$ cat config.mk
export PLATFORM = sky130hd
export DESIGN_NAME = icache_dm
export DESIGN_NICKNAME = d
export VERILOG_FILES = /design/src/rtl/icache_pkg.sv /design/src/rtl/icache_line_store.sv /design/src/rtl/icache_dm.sv
export SDC_FILE = /design/constraint.sdc
export NUM_CORES = 2
export LEC_CHECK = 0
export CAP_MARGIN = 0
export CORE_UTILIZATION = 40
export CTS_CLUSTER_DIAMETER = 60
export DETAILED_ROUTE_END_ITERATION = 8
export DONT_BUFFER_PORTS = 1
export PLACE_DENSITY = 0.63
export SLEW_MARGIN = 30
export SYNTH_ARGS = -nofsm -noshare
export SYNTH_HDL_FRONTEND = slang
export SYNTH_SLANG_ARGS = --single-unit
$ cat constraint.sdc
create_clock -name clk -period 5.6 [get_ports clk]
set_input_delay 1.12 -clock clk [delete_from_list [all_inputs] [get_ports clk]]
set_output_delay 1.12 -clock clk [all_outputs]
set_load 0.01 [all_outputs]
$ cat src/rtl/icache_pkg.sv
// Shared types for the direct-mapped instruction cache: FSM states and
// address-field widths at the default geometry (16 lines x 4 words).
package icache_pkg;

  typedef enum logic {
    IDLE   = 1'b0,
    REFILL = 1'b1
  } state_t;

  localparam int DEF_LINES = 16;
  localparam int DEF_WORDS = 4;
  localparam int OFF_W     = $clog2(DEF_WORDS);
  localparam int IDX_W     = $clog2(DEF_LINES);
  localparam int TAG_W     = 32 - IDX_W - OFF_W - 2;

  typedef logic [TAG_W-1:0] tag_t;
  typedef logic [IDX_W-1:0] idx_t;
  typedef logic [OFF_W-1:0] off_t;

endpackage

$ cat src/rtl/icache_line_store.sv
// Data, tag and valid storage for the instruction cache: one async read
// port, one write port used by refill, and a bulk valid clear.
module icache_line_store
  import icache_pkg::*;
#(
  parameter int LINES = 16,
  parameter int WORDS = 4,
  parameter int TAGW  = 24
) (
  input  logic                     clk,
  input  logic                     reset,
  input  logic [$clog2(LINES)-1:0] rdIdx,
  input  logic [$clog2(WORDS)-1:0] rdOff,
  output logic [31:0]              rdData,
  output logic [TAGW-1:0]          rdTag,
  output logic                     rdValid,
  input  logic                     dataWe,
  input  logic [$clog2(LINES)-1:0] wrIdx,
  input  logic [$clog2(WORDS)-1:0] wrOff,
  input  logic [31:0]              wrData,
  input  logic                     lineWe,
  input  logic                     lineValid,
  input  logic [TAGW-1:0]          lineTag,
  input  logic                     lineClr,
  input  logic [$clog2(LINES)-1:0] clrIdx,
  input  logic                     invAll
);

  logic [31:0]     dataArr [LINES][WORDS];
  logic [TAGW-1:0] tagArr  [LINES];
  logic [LINES-1:0] validBits;

  assign rdData  = dataArr[rdIdx][rdOff];
  assign rdTag   = tagArr[rdIdx];
  assign rdValid = validBits[rdIdx];

  // Data and tags are never reset; only the valid bits gate a hit.
  always_ff @(posedge clk) begin
    if (dataWe) begin
      dataArr[wrIdx][wrOff] <= wrData;
    end
    if (lineWe) begin
      tagArr[wrIdx] <= lineTag;
    end
  end

  // A bulk invalidate wins over a line completing in the same cycle, so an
  // invalidate arriving with the final refill word still leaves the line dead.
  always_ff @(posedge clk) begin
    if (reset) begin
      validBits <= '0;
    end else if (invAll) begin
      validBits <= '0;
    end else if (lineWe) begin
      validBits[wrIdx] <= lineValid;
    end else if (lineClr) begin
      validBits[clrIdx] <= 1'b0;
    end
  end

endmodule

$ cat src/rtl/icache_dm.sv
// Direct-mapped read-only instruction cache with word-serial line refill.
// Define ICACHE_STATS_EN to add the hit_count/miss_count ports.
module icache_dm
  import icache_pkg::*;
#(
  parameter int LINES = 16,
  parameter int WORDS = 4
) (
  input  logic        clk,
  input  logic        reset,
  input  logic [31:0] pc_imem,
  output logic [31:0] imem_instn,
  output logic        imem_stall,
  input  logic        icache_inv,
  output logic        mem_req,
  output logic [31:0] mem_addr,
  input  logic        mem_ack,
  input  logic [31:0] mem_rdata
`ifdef ICACHE_STATS_EN
  ,
  output logic [31:0] hit_count,
  output logic [31:0] miss_count
`endif
);

  localparam int OFFW = $clog2(WORDS);
  localparam int IDXW = $clog2(LINES);
  localparam int TAGW = 32 - IDXW - OFFW - 2;

  state_t          state;
  logic [TAGW-1:0] pcTag;
  logic [TAGW-1:0] missTag;
  logic [TAGW-1:0] rdTag;
  logic [IDXW-1:0] pcIdx;
  logic [IDXW-1:0] missIdx;
  logic [OFFW-1:0] pcOff;
  logic [OFFW-1:0] wordCnt;
  logic            rdValid;
  logic            hit;
  logic            startRefill;
  logic            memReq;
  logic            abort;
  logic            dataWe;
  logic            lastAck;
  logic            unusedPcBits;

  assign pcOff        = pc_imem[OFFW+1:2];
  assign pcIdx        = pc_imem[IDXW+OFFW+1:OFFW+2];
  assign pcTag        = pc_imem[31:IDXW+OFFW+2];
  assign unusedPcBits = ^pc_imem[1:0];

  assign hit         = rdValid && (rdTag == pcTag) && (state == IDLE);
  assign imem_stall  = ~hit;
  assign startRefill = (state == IDLE) && !hit && !icache_inv;
  assign dataWe      = memReq && mem_ack;
  assign lastAck     = dataWe && (wordCnt == OFFW'(WORDS - 1));

  assign mem_req  = memReq;
  assign mem_addr = {missTag, missIdx, wordCnt, 2'b00};

  // Refill writes go to the latched miss line; the entry clear targets the
  // line currently being fetched, which is the same line one cycle earlier.
  icache_line_store #(
    .LINES(LINES),
    .WORDS(WORDS),
    .TAGW (TAGW)
  ) lineStore (
    .clk      (clk),
    .reset    (reset),
    .rdIdx    (pcIdx),
    .rdOff    (pcOff),
    .rdData   (imem_instn),
    .rdTag    (rdTag),
    .rdValid  (rdValid),
    .dataWe   (dataWe),
    .wrIdx    (missIdx),
    .wrOff    (wordCnt),
    .wrData   (mem_rdata),
    .lineWe   (lastAck),
    .lineValid(~abort),
    .lineTag  (missTag),
    .lineClr  (startRefill),
    .clrIdx   (pcIdx),
    .invAll   (icache_inv)
  );

  // An invalidate during refill cannot cancel the bus transfer, so it is
  // remembered in abort and the finished line is simply left invalid.
  always_ff @(posedge clk) begin
    if (reset) begin
      state   <= IDLE;
      memReq  <= 1'b0;
      wordCnt <= '0;
      missTag <= '0;
      missIdx <= '0;
      abort   <= 1'b0;
    end else begin
      case (state)
        IDLE: begin
          if (startRefill) begin
            missTag <= pcTag;
            missIdx <= pcIdx;
            wordCnt <= '0;
            abort   <= 1'b0;
            memReq  <= 1'b1;
            state   <= REFILL;
          end
        end
        REFILL: begin
          if (icache_inv) begin
            abort <= 1'b1;
          end
          if (mem_ack) begin
            wordCnt <= wordCnt + 1'b1;
            if (lastAck) begin
              memReq <= 1'b0;
              state  <= IDLE;
            end
          end
        end
      endcase
    end
  end

`ifdef ICACHE_STATS_EN
  always_ff @(posedge clk) begin
    if (reset) begin
      hit_count  <= '0;
      miss_count <= '0;
    end else begin
      if (hit) begin
        hit_count <= hit_count + 32'd1;
      end
      if (startRefill) begin
        miss_count <= miss_count + 32'd1;
      end
    end
  end
`endif

endmodule

==> summary.txt <==
layout cells sized above 1 = 30.9%
Setup crit start kind = input port
HP Start = mem_rdata[3]
initial core utilization = 40.3%
reg2reg start = lineStore.tagArr[4][1]$_DFFE_PP_
vias in the first global route = 44957
row cnt = 179
Hold Fails Final Rpt = 0
die area = 0.241 mm^2
syn avg cell area = 23.9 um^2
ys async rst share = 0%
most used flip-flop cell after synthesis = edfxtp_1
Clock Pin Slew Worst Setup and Hold Paths = 60 ps
CTS tree = done
hpwl dp = 128 mm
Max-slew headroom = 32.2%
compound-gate portion of the synthesized area = 1.16%
initial antenna violation count = 11
YS warnings = 0
Pins Over Slew Limit = 0
r2r endpoint = missIdx[0]$_SDFFE_PP0P_
f_max = 181 MHz
number of endpoints failing setup at the final stage = 0
first-pass GRT wire length = 339 mm
clock insertion delay at the later pin of the skew report = 940 ps
DR vias = 44602
number of fill cells = 19363
WHS Path Cells = 0
post-route ant nets = 0
commonest non-fill, non-tap cells in the layout = edfxtp_1 (2432), mux4_2 (755), clkbuf_16 (288)
drt drc = 40
CP arrival = 4400 ps
final period utilization = 98.5%
PD cells = 356 mW/mm^2
hold slack = 288 ps
RD Place Congestion = 0.757
outcome = complete, but fails checks
final-stage net count = 4286
crit path time final = 5520 ps
clk sinks = 2481
H-tree levels = 5
largest net degree at the start of global routing = 624
main combinational cell family by area after synthesis = multiplexers
CTS Buf Count = 275
Synth-to-Final Area Change = 14.4%
Post CTS Setup Buffer Count = 0
Synth Register Bits = 2481
total global routing overflow = 0
I/O Buffers = 0
Setup crit end kind = primary output
failing checks = design-rule violations
Tot GR Track Use = 19.7%
Worst Reg-to-Reg Cells = 10
Unique masters post-synth = 69
RSZ-0062 raised after global routing = yes
Max Clock Skew = 67.7 ps
core region area = 0.238 mm^2
Critical Path RT = 4480 ps
R2R Setup Slk = 1710 ps
clk buf depth = 4
Post-Synth Simple-Gate Area = 1.35%
Root Buffer Master = clkbuf_16
drt pass-1 iters = 8
type of the worst min-delay path = in -> reg
WL/cell = 31.8 um
I/O pin count = 134
most common cell after layout, fill and taps aside = edfxtp_1
Die Y = 491 um
Placed Cells = 7084
total wire length = 241 mm
DRT iter0 DRCs = 5251
Hold Path End = lineStore.dataArr[5][99]$_DFFE_PP_
critical path class = in -> out
drt via density = 5.89
Post-Layout Cell Count = 7574
Post-synth EDFFs = 2432
Cells after Synth = 4009
multiplexer share of the synthesized area = 18.8%
hold_buf cts = 0
Worst Path Max Fanout = 82
synthesized area = 0.0958 mm^2
Max-Cap Viols = 0
VDD IR max = 0.259 mV
xor/xnor cell area share of the yosys netlist = 0.183%
Synth Area in Adders = 0.0523%
sequential area share after synthesis = 77.3%
Worst Tran Pin Value = 1020 ps
Die Wd = 491 um
Lkg Pwr = 33.7 nW
cell type report:
| cell class | instances | area (um^2) | share of cell area (%) |
|---|---|---|---|
| antenna | 7 | 17.5 | 0.0160 |
| clock buffer | 346 | 7330 | 6.69 |
| clock inverter | 117 | 1020 | 0.934 |
| inverter | 33 | 131 | 0.120 |
| multi-input combinational | 1280 | 21100 | 19.3 |
| sequential | 2481 | 74000 | 67.5 |
| tap | 3167 | 3960 | 3.62 |
| timing repair buffer | 143 | 1990 | 1.82 |
where the power goes:
group	total (mW)	internal, mW	switching, mW
logic	1.49	0.733	0.759
registers	20.5	20.4	0.0932
clock network	17.0	9.98	7.01
critical path: stages:
cell    delay [ps]
buf_16         320
buf_16         410
buf_16         390
buf_16         380
mux4_2         380
mux4_2         570
mux4_2         590
synthesized netlist by cell type (23+ instances only):
cell / n / area [um^2]
dfxtp_1: 49 / 981
o21ai_0: 26 / 130
buf_2: 67 / 335
mux2_2: 23 / 259
o22ai_1: 33 / 206
mux4_2: 755 / 17000
mux2i_1: 71 / 711
edfxtp_1: 2432 / 73000
inv_1: 31 / 116
nand2_1: 29 / 109
nand2b_1: 67 / 419
nor2_1: 84 / 315
nand3_1: 24 / 120
clkbuf_1: 119 / 447
worst max path at each step:
stage | startpoint | depth (start not counted) | slack, ps | endpoint
2_1_floorplan | pc_imem[4] | 11 | 80 | imem_instn[0]
3_3_place_gp | pc_imem[4] | 6 | -1110 | imem_instn[9]
3_5_place_dp | pc_imem[4] | 8 | -990 | imem_instn[9]
4_1_cts | pc_imem[4] | 8 | -30 | imem_instn[9]
5_1_grt | pc_imem[5] | 7 | -8 | imem_instn[10]
6_report | pc_imem[5] | 7 | 80 | imem_instn[10]
kinds of logic (layout without fill, tap and decap cells):
family	Yosys count	in the layout
adders and majority gates	4	4
muxes	849	849
buffers and inverters	249	639
other	1	9
xor gates and xnor gates	20	20
and+or+nand+nor	253	253
AOI/OAI and AO/OA	152	152
DFF	2481	2481
what timing repair did:
item,4_1_cts,5_1_grt
endpoints found under the setup margin,23,33
gates resized for setup,1,0
gates cloned,8,7
stage by stage:
stage	total power, mW	TNS (ps)	util (%)	instance area [um^2]	setup slack (ps)
final	39.0	0	46.1	110000	81.9
after global routing	40.1	-8.19	46.1	110000	-8.19
after CTS	39.2	-33.4	45.9	109000	-33.4
after detailed placement	22.3	-14900	42.3	101000	-988
after global placement	22.2	-32450	42.2	100000	-1110
after floorplan	22.0	0	-	95800	78.4
registers in the layout, summed over array words and instances, names as in the netlist:
signal               count
abort                    1
lineStore.dataArr     2048
lineStore.tagArr       384
lineStore.validBits     16
mem_req                  1
missIdx                  4
missTag                 24
state                    1
wordCnt                  2
layer usage:
metal | global-route usage (%) | share of wire [%] | up-vias
met5 | 0 | 0.017 | -
li1 | - | - | 17721
met2 | 31.8 | 49 | 1985
met1 | 27.5 | 40 | 24528
met3 | 4.12 | 9.0 | 362
met4 | 4.93 | 2.3 | 6
(Power assumes the default switching activity.)
